## src/rtl/switch_allocator_if.sv

```systemverilog
// Request/grant bundle between the input-port buffers and the switch allocator.
// The allocator side uses the slave modport; the router datapath uses master.
interface switch_allocator_if #(
   parameter int PORT_NUM  = 5,
   parameter int VC_NUM    = 2,
   parameter int VC_SIZE   = $clog2(VC_NUM),
   parameter int PORT_SIZE = $clog2(PORT_NUM)
);
   logic [PORT_NUM-1:0][VC_NUM-1:0]                switch_request_i;
   logic [PORT_NUM-1:0][VC_NUM-1:0][PORT_SIZE-1:0] out_port_i;
   logic [PORT_NUM-1:0][VC_NUM-1:0][VC_SIZE-1:0]   downstream_vc_i;
   logic [PORT_NUM-1:0][VC_NUM-1:0]                on_off_i;
   logic [PORT_NUM-1:0]                            valid_sel_o;
   logic [PORT_NUM-1:0][VC_SIZE-1:0]               vc_sel_o;
   logic [PORT_NUM-1:0][PORT_SIZE-1:0]             xb_sel_o;
   logic [PORT_NUM-1:0]                            xb_valid_o;

   modport master (
      output switch_request_i, out_port_i, downstream_vc_i, on_off_i,
      input  valid_sel_o, vc_sel_o, xb_sel_o, xb_valid_o
   );

   modport slave (
      input  switch_request_i, out_port_i, downstream_vc_i, on_off_i,
      output valid_sel_o, vc_sel_o, xb_sel_o, xb_valid_o
   );
endinterface

```

## src/rtl/switch_allocator.sv

```systemverilog
// Separable input-first switch allocator: per-input VC round-robin, then
// per-output input round-robin. Grants are combinational; only pointers are stored.
module switch_allocator #(
   parameter int PORT_NUM  = 5,
   parameter int VC_NUM    = 2,
   parameter int VC_SIZE   = $clog2(VC_NUM),
   parameter int PORT_SIZE = $clog2(PORT_NUM)
) (
   input  logic              clk,
   input  logic              rst,
   switch_allocator_if.slave sa
);

   logic [PORT_NUM-1:0][VC_SIZE-1:0]   in_ptr;
   logic [PORT_NUM-1:0][PORT_SIZE-1:0] out_ptr;

   logic [PORT_NUM-1:0][VC_NUM-1:0]    elig;
   logic [PORT_NUM-1:0]                cand_valid;
   logic [PORT_NUM-1:0][VC_SIZE-1:0]   cand_vc;
   logic [PORT_NUM-1:0][PORT_SIZE-1:0] cand_port;

   logic [PORT_NUM-1:0]                grant_in;
   logic [PORT_NUM-1:0][VC_SIZE-1:0]   grant_vc;
   logic [PORT_NUM-1:0]                grant_out;
   logic [PORT_NUM-1:0][PORT_SIZE-1:0] grant_sel;

   // Wrap helpers take an index in [0, 2*N) and fold it back into [0, N)
   function automatic logic [VC_SIZE-1:0] vc_wrap(input int idx);
      return (idx >= VC_NUM) ? VC_SIZE'(idx - VC_NUM) : VC_SIZE'(idx);
   endfunction

   function automatic logic [PORT_SIZE-1:0] port_wrap(input int idx);
      return (idx >= PORT_NUM) ? PORT_SIZE'(idx - PORT_NUM) : PORT_SIZE'(idx);
   endfunction

   // Eligibility: request plus downstream on/off credit; unroutable ports never qualify
   always_comb begin
      elig = '0;
      for (int p = 0; p < PORT_NUM; p++) begin
         for (int v = 0; v < VC_NUM; v++) begin
            if (int'(sa.out_port_i[p][v]) < PORT_NUM) begin
               elig[p][v] = sa.switch_request_i[p][v] &
                            sa.on_off_i[sa.out_port_i[p][v]][sa.downstream_vc_i[p][v]];
            end
         end
      end
   end

   // Stage 1: each input nominates one VC, searching upward from in_ptr
   always_comb begin
      cand_valid = '0;
      cand_vc    = '0;
      cand_port  = '0;
      for (int p = 0; p < PORT_NUM; p++) begin
         for (int k = 0; k < VC_NUM; k++) begin
            if (!cand_valid[p] && elig[p][vc_wrap(int'(in_ptr[p]) + k)]) begin
               cand_valid[p] = 1'b1;
               cand_vc[p]    = vc_wrap(int'(in_ptr[p]) + k);
               cand_port[p]  = sa.out_port_i[p][vc_wrap(int'(in_ptr[p]) + k)];
            end
         end
      end
   end

   // Stage 2: each output picks one nominating input, searching upward from out_ptr
   always_comb begin
      grant_in  = '0;
      grant_vc  = '0;
      grant_out = '0;
      grant_sel = '0;
      for (int o = 0; o < PORT_NUM; o++) begin
         for (int k = 0; k < PORT_NUM; k++) begin
            if (!grant_out[o] && cand_valid[port_wrap(int'(out_ptr[o]) + k)] &&
                cand_port[port_wrap(int'(out_ptr[o]) + k)] == PORT_SIZE'(o)) begin
               grant_out[o] = 1'b1;
               grant_sel[o] = port_wrap(int'(out_ptr[o]) + k);
               grant_in[port_wrap(int'(out_ptr[o]) + k)] = 1'b1;
               grant_vc[port_wrap(int'(out_ptr[o]) + k)] =
                  cand_vc[port_wrap(int'(out_ptr[o]) + k)];
            end
         end
      end
   end

   // Reset blanks every grant so no buffer is read while the router is held
   assign sa.valid_sel_o = rst ? grant_in  : '0;
   assign sa.vc_sel_o    = rst ? grant_vc  : '0;
   assign sa.xb_valid_o  = rst ? grant_out : '0;
   assign sa.xb_sel_o    = rst ? grant_sel : '0;

   // Input pointers move only on a final grant, so a stage-2 loser keeps its priority
   always_ff @(posedge clk) begin
      if (!rst) begin
         in_ptr  <= '0;
         out_ptr <= '0;
      end else begin
         for (int p = 0; p < PORT_NUM; p++) begin
            if (grant_in[p])  in_ptr[p]  <= vc_wrap(int'(grant_vc[p]) + 1);
            if (grant_out[p]) out_ptr[p] <= port_wrap(int'(grant_sel[p]) + 1);
         end
      end
   end

endmodule
```

## src/flat_wrapper.sv

```systemverilog
// flat-port wrapper written by rule: the top's interface ports become plain ports
module switch_allocator_flat 
#(
   parameter int PORT_NUM  = 5,
   parameter int VC_NUM    = 2,
   parameter int VC_SIZE   = $clog2(VC_NUM),
   parameter int PORT_SIZE = $clog2(PORT_NUM)
)
  (clk, rst, sa_switch_request_i, sa_out_port_i, sa_downstream_vc_i, sa_on_off_i, sa_valid_sel_o, sa_vc_sel_o, sa_xb_sel_o, sa_xb_valid_o);
  switch_allocator_if #(.PORT_NUM(PORT_NUM), .VC_NUM(VC_NUM), .VC_SIZE(VC_SIZE), .PORT_SIZE(PORT_SIZE)) sa_i ();
  input  logic clk;
  input  logic rst;
  input wire logic [$bits(sa_i.switch_request_i)-1:0] sa_switch_request_i;
  input wire logic [$bits(sa_i.out_port_i)-1:0] sa_out_port_i;
  input wire logic [$bits(sa_i.downstream_vc_i)-1:0] sa_downstream_vc_i;
  input wire logic [$bits(sa_i.on_off_i)-1:0] sa_on_off_i;
  output wire logic [$bits(sa_i.valid_sel_o)-1:0] sa_valid_sel_o;
  output wire logic [$bits(sa_i.vc_sel_o)-1:0] sa_vc_sel_o;
  output wire logic [$bits(sa_i.xb_sel_o)-1:0] sa_xb_sel_o;
  output wire logic [$bits(sa_i.xb_valid_o)-1:0] sa_xb_valid_o;
  assign sa_i.switch_request_i = sa_switch_request_i;
  assign sa_i.out_port_i = sa_out_port_i;
  assign sa_i.downstream_vc_i = sa_downstream_vc_i;
  assign sa_i.on_off_i = sa_on_off_i;
  assign sa_valid_sel_o = sa_i.valid_sel_o;
  assign sa_vc_sel_o = sa_i.vc_sel_o;
  assign sa_xb_sel_o = sa_i.xb_sel_o;
  assign sa_xb_valid_o = sa_i.xb_valid_o;
  switch_allocator #(.PORT_NUM(PORT_NUM), .VC_NUM(VC_NUM), .VC_SIZE(VC_SIZE), .PORT_SIZE(PORT_SIZE)) u_core (.clk(clk), .rst(rst), .sa(sa_i));
endmodule
```

## config.mk

```make
export PLATFORM = sky130hd
export DESIGN_NAME = switch_allocator_flat
export DESIGN_NICKNAME = d
export VERILOG_FILES = /design/src/rtl/switch_allocator_if.sv /design/src/rtl/switch_allocator.sv /design/src/flat_wrapper.sv
export SDC_FILE = /design/constraint.sdc
export NUM_CORES = 1
export LEC_CHECK = 0
export ABC_AREA = 1
export BUFFER_PORTS_ARGS = -buffer_cell sky130_fd_sc_hd__buf_4
export CAP_MARGIN = 40
export CORE_ASPECT_RATIO = 2
export CORE_MARGIN = 4
export CORE_UTILIZATION = 35
export DETAILED_ROUTE_END_ITERATION = 8
export PLACE_DENSITY = 0.52
export SETUP_SLACK_MARGIN = 0.3
export SYNTH_ARGS = -nofsm -noshare
export SYNTH_HDL_FRONTEND = slang
export SYNTH_SLANG_ARGS = --single-unit
```

## constraint.sdc

```tcl
create_clock -name clk -period 5 [get_ports clk]
set_clock_uncertainty 0.05 [all_clocks]
set_input_delay 0.5 -clock clk [delete_from_list [all_inputs] [get_ports clk]]
set_output_delay 0.5 -clock clk [all_outputs]
set_load 0.02 [all_outputs]
```

Word-level counts from Yosys, hierarchy flattened
Cells that the tools add are included.
{"block": "word_totals", "regBits": 20, "inputBits": 62}
{"block": "classes", "add_sub_neg": 80, "magnitude_cmp": 135, "eq_ne": 20, "mux": 493, "bitwise_logic": 35, "n_reduce_logical": 105}
{"operator": "2-to-1 mux 3 bit", "n": 110}
{"operator": "2-to-1 mux 5 bit", "n": 53}
{"operator": "binary-select mux 3 bit (select 3 bit)", "n": 25}
{"operator": "2-to-1 mux 1 bit", "n": 185}
{"operator": "binary-select mux 1 bit (select 3 bit)", "n": 50}
{"operator": "< comparator 3 x 4 -> 1 bit (second input constant)", "n": 35}
{"operator": "bitwise mux 5 bit", "n": 24}
{"operator": "bitwise OR 5 bit", "n": 24}
{"operator": "greater-or-equal comparator 4 x 3 -> 1 bit (second input constant)", "n": 25}
{"operator": "subtractor 3 bit (second input constant)", "n": 30}
{"operator": "demux 1 bit (select 3 bit)", "n": 25}
{"operator": "greater-or-equal comparator 3 x 1 -> 1 bit (second input constant)", "n": 25}
{"operator": "logical AND 1 bit", "n": 75}
{"operator": "binary-select mux 2 bit (select 3 bit)", "n": 10}
{"operator": "adder 3 x 1 -> 4 bit (second input constant)", "n": 10}
{"operator": "adder 3 x 2 -> 4 bit (second input constant)", "n": 10}
{"operator": "< comparator 1 x 2 -> 1 bit (second input constant)", "n": 20}
{"operator": "equality test 3 x 2 -> 1 bit (second input constant)", "n": 10}
{"operator": "< comparator 3 bit (second input constant)", "n": 10}
{"operator": "zero test 1 bit", "n": 25}
{"operator": "adder 1 x 1 -> 2 bit (second input constant)", "n": 10}
{"operator": "adder 3 x 3 -> 4 bit (second input constant)", "n": 5}
{"operator": "greater-or-equal comparator 2 bit (second input constant)", "n": 10}
{"operator": "2-to-1 mux 2 bit", "n": 10}
{"operator": "9 further kinds", "n": 52}

Longest topological paths before layout
Gate-level depths: netlist of run 1.
{"block": "logic_depth", "ltp_word": 76, "depth_mapped": 47, "ltp_nobuf": 46}

Least setup slack after synthesis of run 1
Ideal clock, no wire load.
{"block": "synth_timing", "path_kind": "flip-flop to output port", "startpoint": "reg u_core.out_ptr[0] in the netlist's numbering", "endpoint": "out sa_vc_sel_o[4]", "t_arrival_ns": 4.295, "path_slack_ns": 0.155, "stages_incl_launch_ff": 45, "n_path_buf": 1, "cell_sequence": "dfxtp_1 -> buf_4 -> inv_2 -> ha_1 -> inv_1 -> fa_1 -> a21oi_2 -> inv_2 -> o21ai_2 -> inv_1 -> nor2_1 -> inv_2 -> nor2_1 -> nand2_1 -> o2111ai_1 -> a21oi_1 -> nand3_2 -> nand3_2 -> (+9 left out) -> nand2_1 -> nand2_1 -> nand2_1 -> nand2_1 -> nand2_1 -> nand2_1 -> nand2_1 -> nand2_1 -> nand2_1 -> nand2_1 -> nand2_1 -> nand2_1 -> nand2_1 -> nand2_1 -> nand2_1 -> nand2_1 -> nand2_1 -> a21oi_1"}
{"block": "synth_via", "elab_chain_len": 64, "elab_cells_between_ends": 147}
{"item": "start: declaration", "line": "switch_allocator.sv:15", "source": "logic [PORT_NUM-1:0][PORT_SIZE-1:0] out_ptr;"}
{"item": "start signal: indexed assignment", "line": "switch_allocator.sv:99", "source": "if (grant_out[p]) out_ptr[p] <= port_wrap(int'(grant_sel[p]) + 1);"}
{"item": "branches (longest 22 deep; another with adder 3 x 1 -> 4 bit)"}
{"item": "2-to-1 mux 5 bit *", "line": "switch_allocator.sv:73", "source": "if (!grant_out[o] && cand_valid[port_wrap(int'(out_ptr[o]) + k)] &&"}
{"item": "bitwise mux 5 bit", "line": "switch_allocator.sv:78", "source": "grant_vc[port_wrap(int'(out_ptr[o]) + k)] ="}
{"item": "2-to-1 mux 5 bit *", "line": "switch_allocator.sv:73"}
{"item": "bitwise mux 5 bit", "line": "switch_allocator.sv:78"}
{"item": "2-to-1 mux 5 bit *", "line": "switch_allocator.sv:73"}
{"item": "bitwise mux 5 bit", "line": "switch_allocator.sv:78"}
{"item": "2-to-1 mux 5 bit *", "line": "switch_allocator.sv:73"}
{"item": "(+27 left out)"}
{"item": "2-to-1 mux 5 bit *", "line": "switch_allocator.sv:73"}
{"item": "bitwise mux 5 bit", "line": "switch_allocator.sv:78"}
{"item": "2-to-1 mux 5 bit *", "line": "switch_allocator.sv:73"}
{"item": "bitwise mux 5 bit", "line": "switch_allocator.sv:78"}
{"item": "2-to-1 mux 5 bit *", "line": "switch_allocator.sv:73"}
{"item": "bitwise mux 5 bit", "line": "switch_allocator.sv:78"}
{"item": "2-to-1 mux 5 bit *", "line": "switch_allocator.sv:73"}
{"item": "2-to-1 mux 5 bit *", "line": "switch_allocator.sv:87", "source": "assign sa.vc_sel_o = rst ? grant_vc : '0;"}
{"item": "end: declaration", "line": "flat_wrapper.sv:18", "source": "output wire logic [$bits(sa_i.vc_sel_o)-1:0] sa_vc_sel_o;"}
Every way passes the cells marked *. The select of a mux whose other input is x is not followed.

Final worst setup path of run 1
{"block": "layout_timing", "startpoint": "reg u_core.out_ptr[0] in the netlist's numbering", "endpoint": "out sa_vc_sel_o[0]"}
The elaborated chain is that of the path after synthesis.

==> results.ini, run 1 <==
[synthesis]
yosysSeqAreaShare_pct = 3.37
yosysWarnings = 0
synth.distinct_cells = 70
ys_top_cells_by_count = nand2_1 (637), inv_1 (394), nor2_1 (313)
syn_avg_cell_area_um2 = 5.05
ys_seq_elements = 20
syn_inst = 2351
synth_ff_type = dfxtp_1
synth-edff-count = 0
synthArstFlopShare_pct = 0
yosys-top-cells-area = nand2_1 (20%), inv_1 (12%), nor2_1 (9.9%)
synth_area_leader_cell = nand2_1
syn_nets = 2468
synth_area_mm2 = 0.0119
netlist.area_leader.share_pct = 20.1
synth_most_common_cell = nand2_1

[timing]
period_share_pct = 108
slew_headroom_pct = 54.5
hold_viol = 0
rsz0062_at_grt = yes
whs_ns = 0.470
fmax_mhz = 186
setup_viol = 7
fin_crit_ns = 5.38
layout_setup_ws_ns = -0.379
worst_pin_slew_ns = 0.676
final_max_slew_viol_count = 0

[status]
violations = setup timing
status = complete, but fails checks

[critical_path]
worst_path_most_repeated_cell = nand2_1
cp-end-kind = output pin
crit_slowest_cell = fa_2
startpoint_type = flip-flop
crit_path_max_fanout = 5
worst_path_largest_cell_delay_ns = 0.41
critical_path_class = flip-flop to output pin
required_ns = 4.45
r2r_slack_ns = 0.28
crit_arrival_ns = 4.83

[finish]
syn2layout_area_growth_pct = 60.1
drive_gt1_share_pct = 36.9
multi_input_area_mm2 = 0.0109
seq_area_um2 = 419
antenna_cells = 0
nets = 3088
fillers = 3607

[detailed_routing]
antenna_left = 0
viasPerCell = 5.32
routedWlPerCell_um = 19.8
wirelength_um = 67300
drtIter0Drc = 1359
drc_errors = 0
drtPass1Iterations = 6
vias = 18100

[floorplanning]
die_width_um = 138
core_mm2 = 0.0335
fp.dieArea_mm2 = 0.0371
rows = 95
die_h_um = 268
start_util_pct = 35.4
boundaryPins = 92

[global_routing]
grt_overflow = 0
grt_pass1_wl_um = 100000
met3_usage_pct = 3.64
grt_pass1_vias = 18000
grt_util_met1_pct = 32.9
track_usage_pct = 34.7
antenna_found_initial = 0
grt_max_degree = 28
top_usage_layer = met2
gr-usage-met2_pct = 65.9

[clocking]
clk_path_buf_depth = 2
cts_buffers = 3
cts_num_sinks = 20
cts.htree.levels = 1
clk_pin_slew_worst_paths_ns = 0.10
clk_latency_ns = 0.32
root_buffer = clkbuf_16
hold_buffers = 0
cts_tree = built

[place]
hpwl_um = 55300
gp_congestion = 1.12
io_buffer_count = 91

[hold_path]
min_path_type = flip-flop to flip-flop

[job]
cap_violations = 0

[metrics by stage]
step | TNS (ns) | cell area, um2 | setup slack, ns | util [%] | std cells
floorplan | 0 | 11900 | 0.247 | - | 2351
global placement | -1.55 | 16400 | -0.339 | 49.1 | 3302
detailed placement | -1.86 | 16400 | -0.429 | 49.1 | 3302
CTS | -1.77 | 17800 | -0.311 | 53.2 | 3364
global route | -4.55 | 19000 | -0.670 | 56.7 | 3406
finish | -2.01 | 19000 | -0.379 | 56.7 | 3406
[final timing paths]
| path | from | to | cells past startpoint |
|---|---|---|---|
| setup / recovery | u_core.out_ptr[0]$_SDFFE_PN0N_ | sa_vc_sel_o[0] | 44 |
| hold / removal | u_core.out_ptr[13]$_SDFFE_PN0N_ | u_core.out_ptr[13]$_SDFFE_PN0N_ | 2 |
| setup reg to reg | u_core.out_ptr[0]$_SDFFE_PN0N_ | u_core.in_ptr[1]$_SDFFE_PN0P_ | 34 |
| hold reg to reg | u_core.out_ptr[13]$_SDFFE_PN0N_ | u_core.out_ptr[13]$_SDFFE_PN0N_ | 2 |
[cells in the final DEF, fill, tap and decap left out, types with 17 or more instances in the layout]
cell type and count:
o211ai_1 37, nand3_1 150, o21ai_1 50, buf_6 62, a31oi_1 17, nand2_4 27, nor2_1 279, buf_4 578
ha_1 34, nand4_1 36, nand2_1 575, nand2_2 78, nor2_4 30, o21ai_0 129, nand3_2 17, inv_1 372
o22ai_1 19, inv_2 78, nor3_1 25, a21oi_1 57, xor2_1 20, nor2_2 33
[worst max-delay path: cells and delay by family, from the launching register on]
kind | cells | cell delay (ns)
AO/OA/AOI/OAI | 3 | 0.44
XOR/XNOR | 1 | 0.21
adder cells (fa/ha/maj) | 2 | 0.55
buffers and inverters | 8 | 0.80
flip-flops | 1 | 0.35
AND/OR/NAND/NOR | 30 | 2.16
[state kept, by name (all words and copies together) (netlist names)]
signal and cells:
u_core.out_ptr 15, u_core.in_ptr 5
[area by class of cell]
type	instances	area share [%]
Inverter	477	9.87
Clock buffer	3	0.395
Timing Repair Buffer	650	27.4
Tap cell	436	2.87
Multi-Input combinational cell	1819	57.1
Sequential cell	20	2.21
Clock inverter	1	0.158
[metal layers]
layer | wire (um) | part of all wire, % | up-vias
li1 | - | - | 8801
met1 | 22500 | 33 | 8310
met2 | 34400 | 51 | 699
met3 | 2930 | 4.3 | 318
met4 | 7570 | 11 | 0
met5 | 0 | 0 | -
[cell families after synthesis]
| family | after synthesis | share of synthesized area, % |
|---|---|---|
| adder cells (fa/ha/maj) | 55 | 6.11 |
| multiplexers | 1 | 0.0843 |
| flip-flops | 20 | 3.37 |
| XOR/XNOR | 30 | 2.40 |
| AO/OA/AOI/OAI | 423 | 21.7 |
| AND/OR/NAND/NOR | 1310 | 49.8 |
| buffers and inverters | 512 | 16.6 |
[timing repair]
| action | 4_1_cts | 5_1_grt |
|---|---|---|
| buffers inserted | 58 | 42 |
| pin swaps | 98 | 104 |
| endpoints found under the setup margin | 18 | 32 |
| resized for setup | 216 | 225 |
Power of run 1 is not shown: default switching activity piles up to over one toggle a cycle in this logic, so the estimate is an artifact.
==> inputs of run 2 (changes only) <==
--- a/config.mk
+++ b/config.mk
@@ -5,7 +5,7 @@
 export SDC_FILE = /design/constraint.sdc
 export NUM_CORES = 1
 export LEC_CHECK = 0
-export ABC_AREA = 1
+export ABC_AREA = 0
 export BUFFER_PORTS_ARGS = -buffer_cell sky130_fd_sc_hd__buf_4
 export CAP_MARGIN = 40
 export CORE_ASPECT_RATIO = 2
==> results.ini, run 2 <==
[finish]
layout.cells.most_common = buf_4  ; unchanged
finalCoreUtilization_pct = 60.2  ; was 56.7%
fin_area_mm2 = 0.0194  ; was 0.0190 mm2
drive_gt1_share_pct = 46.5  ; was 36.9%
layout_common_cells = buf_4 (706), nor2_1 (167), nand2_1 (157)  ; was buf_4 (578), nand2_1 (575), inv_1 (372)
nets = 2501  ; was 3088
syn2layout_area_growth_pct = 69.6  ; was 60.1%
antenna_cells = 0  ; unchanged
largest_register = u_core.out_ptr  ; unchanged
fillers = 3094  ; was 3607
largest_register_ffs = 15  ; unchanged
top_regs = u_core.out_ptr: 15 flops, u_core.in_ptr: 5 flops  ; unchanged

[clocking]
clk_latency_ns = 0.31  ; was 0.32 ns
cts_buffers = 3  ; unchanged
cts_tree = built  ; unchanged
cts.htree.levels = 1  ; unchanged
hold_buffers = 0  ; unchanged
root_buffer = clkbuf_16  ; unchanged
clk_pin_slew_worst_paths_ns = 0.10  ; about the same
clk_path_buf_depth = 2  ; unchanged
cts_num_sinks = 20  ; unchanged

[floorplanning]
rows = 93  ; was 95
fp.dieArea_mm2 = 0.0358  ; was 0.0371 mm2
start_util_pct = 35.5  ; was 35.4%
die_width_um = 136  ; was 138 um
core_mm2 = 0.0322  ; was 0.0335 mm2
boundaryPins = 92  ; unchanged
die_h_um = 264  ; was 268 um

[place]
post_dp_cell_area_mm2 = 0.0172  ; was 0.0164 mm2
hpwl_um = 60400  ; was 55300 um
io_buffer_count = 91  ; unchanged
gp_congestion = 1.06  ; was 1.12
dp_slack_ns = -0.807  ; was -0.429 ns

[synthesis]
yosysWarnings = 0  ; unchanged
netlist.area_leader.share_pct = 6.07  ; was 20.1%
synth_area_mm2 = 0.0114  ; was 0.0119 mm2
synth_most_common_cell = nor2_1  ; was nand2_1
yosys-top-cells-area = nor2_1 (6.1%), ha_1 (5.5%), nand2_1 (5.3%)  ; was nand2_1 (20%), inv_1 (12%), nor2_1 (9.9%)
syn_nets = 1806  ; was 2468
yosysSeqAreaShare_pct = 3.50  ; was 3.37%
synth_ff_type = dfxtp_1  ; unchanged
synthArstFlopShare_pct = 0  ; unchanged
synth_area_leader_cell = nor2_1  ; was nand2_1
synth.distinct_cells = 107  ; was 70
syn_inst = 1689  ; was 2351
ys_top_cells_by_count = nor2_1 (185), nand2_1 (162), a21oi_1 (93)  ; was nand2_1 (637), inv_1 (394), nor2_1 (313)
ys_seq_elements = 20  ; unchanged
synth-edff-count = 0  ; unchanged
syn_avg_cell_area_um2 = 6.77  ; was 5.05 um2

[critical_path]
startpoint_type = input pin  ; was flip-flop
required_ns = 4.45  ; about the same
crit_path_max_fanout = 8  ; was 5
cp_top_family = simple AND/OR/NAND/NOR gates  ; unchanged
crit_arrival_ns = 4.87  ; was 4.83 ns
critical_path_class = input pin to output pin  ; was flip-flop to output pin
crit_slowest_cell = or4_4  ; was fa_2
worst_path_largest_cell_delay_ns = 0.57  ; was 0.41 ns
worst_path_most_repeated_cell = buf_6  ; was nand2_1
cp-end-kind = output pin  ; unchanged
crit_buf_inv = 8  ; unchanged
cp_cell_sequence = buf_8 -> buf_6 -> mux4_2 -> and3b_2 -> o31a_1 -> buf_6 -> or2_4 -> buf_12 -> mux2i_1 -> a221o_1 -> a221o_1 -> buf_4 -> a21bo_2 -> buf_6 -> o32a_1 -> buf_4 -> nand4_1 -> or4_4 -> and2_4 -> buf_6

[pwr]
power_density_mw_per_mm2 = 694
irDropWorstVdd_uv = 638
leakage_nw = 8.51
p_total_mw = 13.5

[detailed_routing]
viasPerCell = 6.31  ; was 5.32
routedWlPerCell_um = 26.6  ; was 19.8 um
wirelength_um = 74600  ; was 67300 um
drtPass1Iterations = 5  ; was 6
drc_errors = 0  ; unchanged
drtIter0Drc = 1498  ; was 1359
vias = 17700  ; was 18100
antenna_left = 0  ; unchanged

[global_routing]
gr-usage-met2_pct = 68.4  ; was 65.9%
antenna_found_initial = 0  ; unchanged
track_usage_pct = 39.8  ; was 34.7%
grt_pass1_wl_um = 108000  ; was 100000 um
grt_max_degree = 21  ; was 28
grt_pass1_vias = 17900  ; was 18000
met3_usage_pct = 6.76  ; was 3.64%
grt_overflow = 0  ; unchanged
grt_util_met1_pct = 38.9  ; was 32.9%
top_usage_layer = met2  ; unchanged

[timing]
fmax_mhz = 184  ; was 186 MHz
worst_pin_slew_ns = 0.873  ; was 0.676 ns
layout_setup_ws_ns = -0.421  ; was -0.379 ns
slew_headroom_pct = 41.4  ; was 54.5%
setup-tns-final_ns = -3.31  ; was -2.01 ns
hold_viol = 0  ; unchanged
rsz0062_at_grt = yes  ; unchanged
final_max_slew_viol_count = 0  ; unchanged
fin_crit_ns = 5.42  ; was 5.38 ns
setup_viol = 14  ; was 7
period_share_pct = 108  ; about the same

[status]
status = complete, but fails checks  ; unchanged
violations = setup timing  ; unchanged

[job]
cap_violations = 0  ; unchanged

[hold_path]
min_path_type = flip-flop to flip-flop  ; unchanged

[run 2: cell types whose count changed in the layout (fill, tap and decap cells not counted), moves of 26 or more]
cell,change
buf_4,+128
inv_1,-310
inv_2,-74
mux2i_1,+41
nand2_1,-418
nand2_2,-73
nand2_4,-26
nand3_1,-100
nor2_1,-112
o21ai_0,-75
o21ai_1,-30
xnor2_1,+35
[run 2: layout make-up]
type	instances	area, um2	share of cell area (%)
timing repair buffer	770	6130	31.6
multi-input combinational	1519	12000	61.7
tap	427	534	2.75
clock buffer	4	88.8	0.458
inverter	70	268	1.38
sequential	20	405	2.09
[run 2: logic make-up (layout without fill, tap and decap cells)]
| logic type | Yosys count | in the layout | synth area share, % |
|---|---|---|---|
| multiplexers | 91 | 91 | 9.88 |
| buffers and inverters | 150 | 844 | 5.15 |
| XOR/XNOR | 45 | 45 | 3.45 |
| flip-flops | 20 | 20 | 3.50 |
| adder cells (fa/ha/maj) | 55 | 55 | 6.34 |
| AO/OA/AOI/OAI | 571 | 571 | 37.0 |
| AND/OR/NAND/NOR | 757 | 757 | 34.7 |
[run 2: what timing repair did]
| item | CTS | global route |
|---|---|---|
| pin swaps | 61 | 62 |
| setup endpoints to repair | 33 | 42 |
| setup buffers | 44 | 25 |
| cloned | 0 | 0 |
| gates resized for setup | 179 | 161 |
[run 2: where the power goes]
part | internal [mW] | switching, mW
Clock | 0.125 | 0.130
Sequential | 0.222 | 0.0724
Combinational | 5.86 | 7.06
Total | 6.21 | 7.26
[run 2: routing by layer]
metal,vias to the layer above,share of wire [%]
met3,429,6.8
met4,0,13
li1,8020,-
met5,-,0
met2,899,48
met1,8384,32
[run 2: path summary, 6_finish.rpt]
| check | end | slack (ns) | cells past startpoint | startpoint |
|---|---|---|---|---|
| worst max-delay path | sa_valid_sel_o[1] | -0.42 | 20 | sa_on_off_i[5] |
| worst min-delay path | u_core.out_ptr[13]$_SDFFE_PN0N_ | 0.49 | 2 | u_core.out_ptr[13]$_SDFFE_PN0N_ |
| worst max register to register | u_core.in_ptr[2]$_SDFFE_PN0P_ | 0.41 | 21 | u_core.in_ptr[0]$_SDFFE_PN0P_ |
| worst min register to register | u_core.out_ptr[13]$_SDFFE_PN0N_ | 0.49 | 2 | u_core.out_ptr[13]$_SDFFE_PN0N_ |
[run 2: worst register-to-register path: stages (launching register included)]
cell and delay [ns]:
dfxtp_1 0.52, inv_1 0.11, a21oi_1 0.22, and4_1 0.29, buf_4 0.14, nor3_1 0.04, buf_4 0.19, nor2_1 0.22
o221ai_2 0.17, or4_4 0.58, buf_6 0.15, nand4_1 0.10, nor4b_4 0.34, buf_4 0.19, o2111ai_4 0.13, a21oi_2 0.13
buf_4 0.14, nand2_1 0.04, nand4b_1 0.19, buf_4 0.17, buf_6 0.10, o311a_1 0.27
[run 2: stage by stage]
stage               hold slack (ns)  std cells
floorplan                     0.443       1689
global placement              0.503       2735
detailed placement            0.504       2737
CTS                           0.527       2785
global route                  0.516       2810
finish                        0.489       2810
Note: power is estimated with default switching activity, not from simulation.
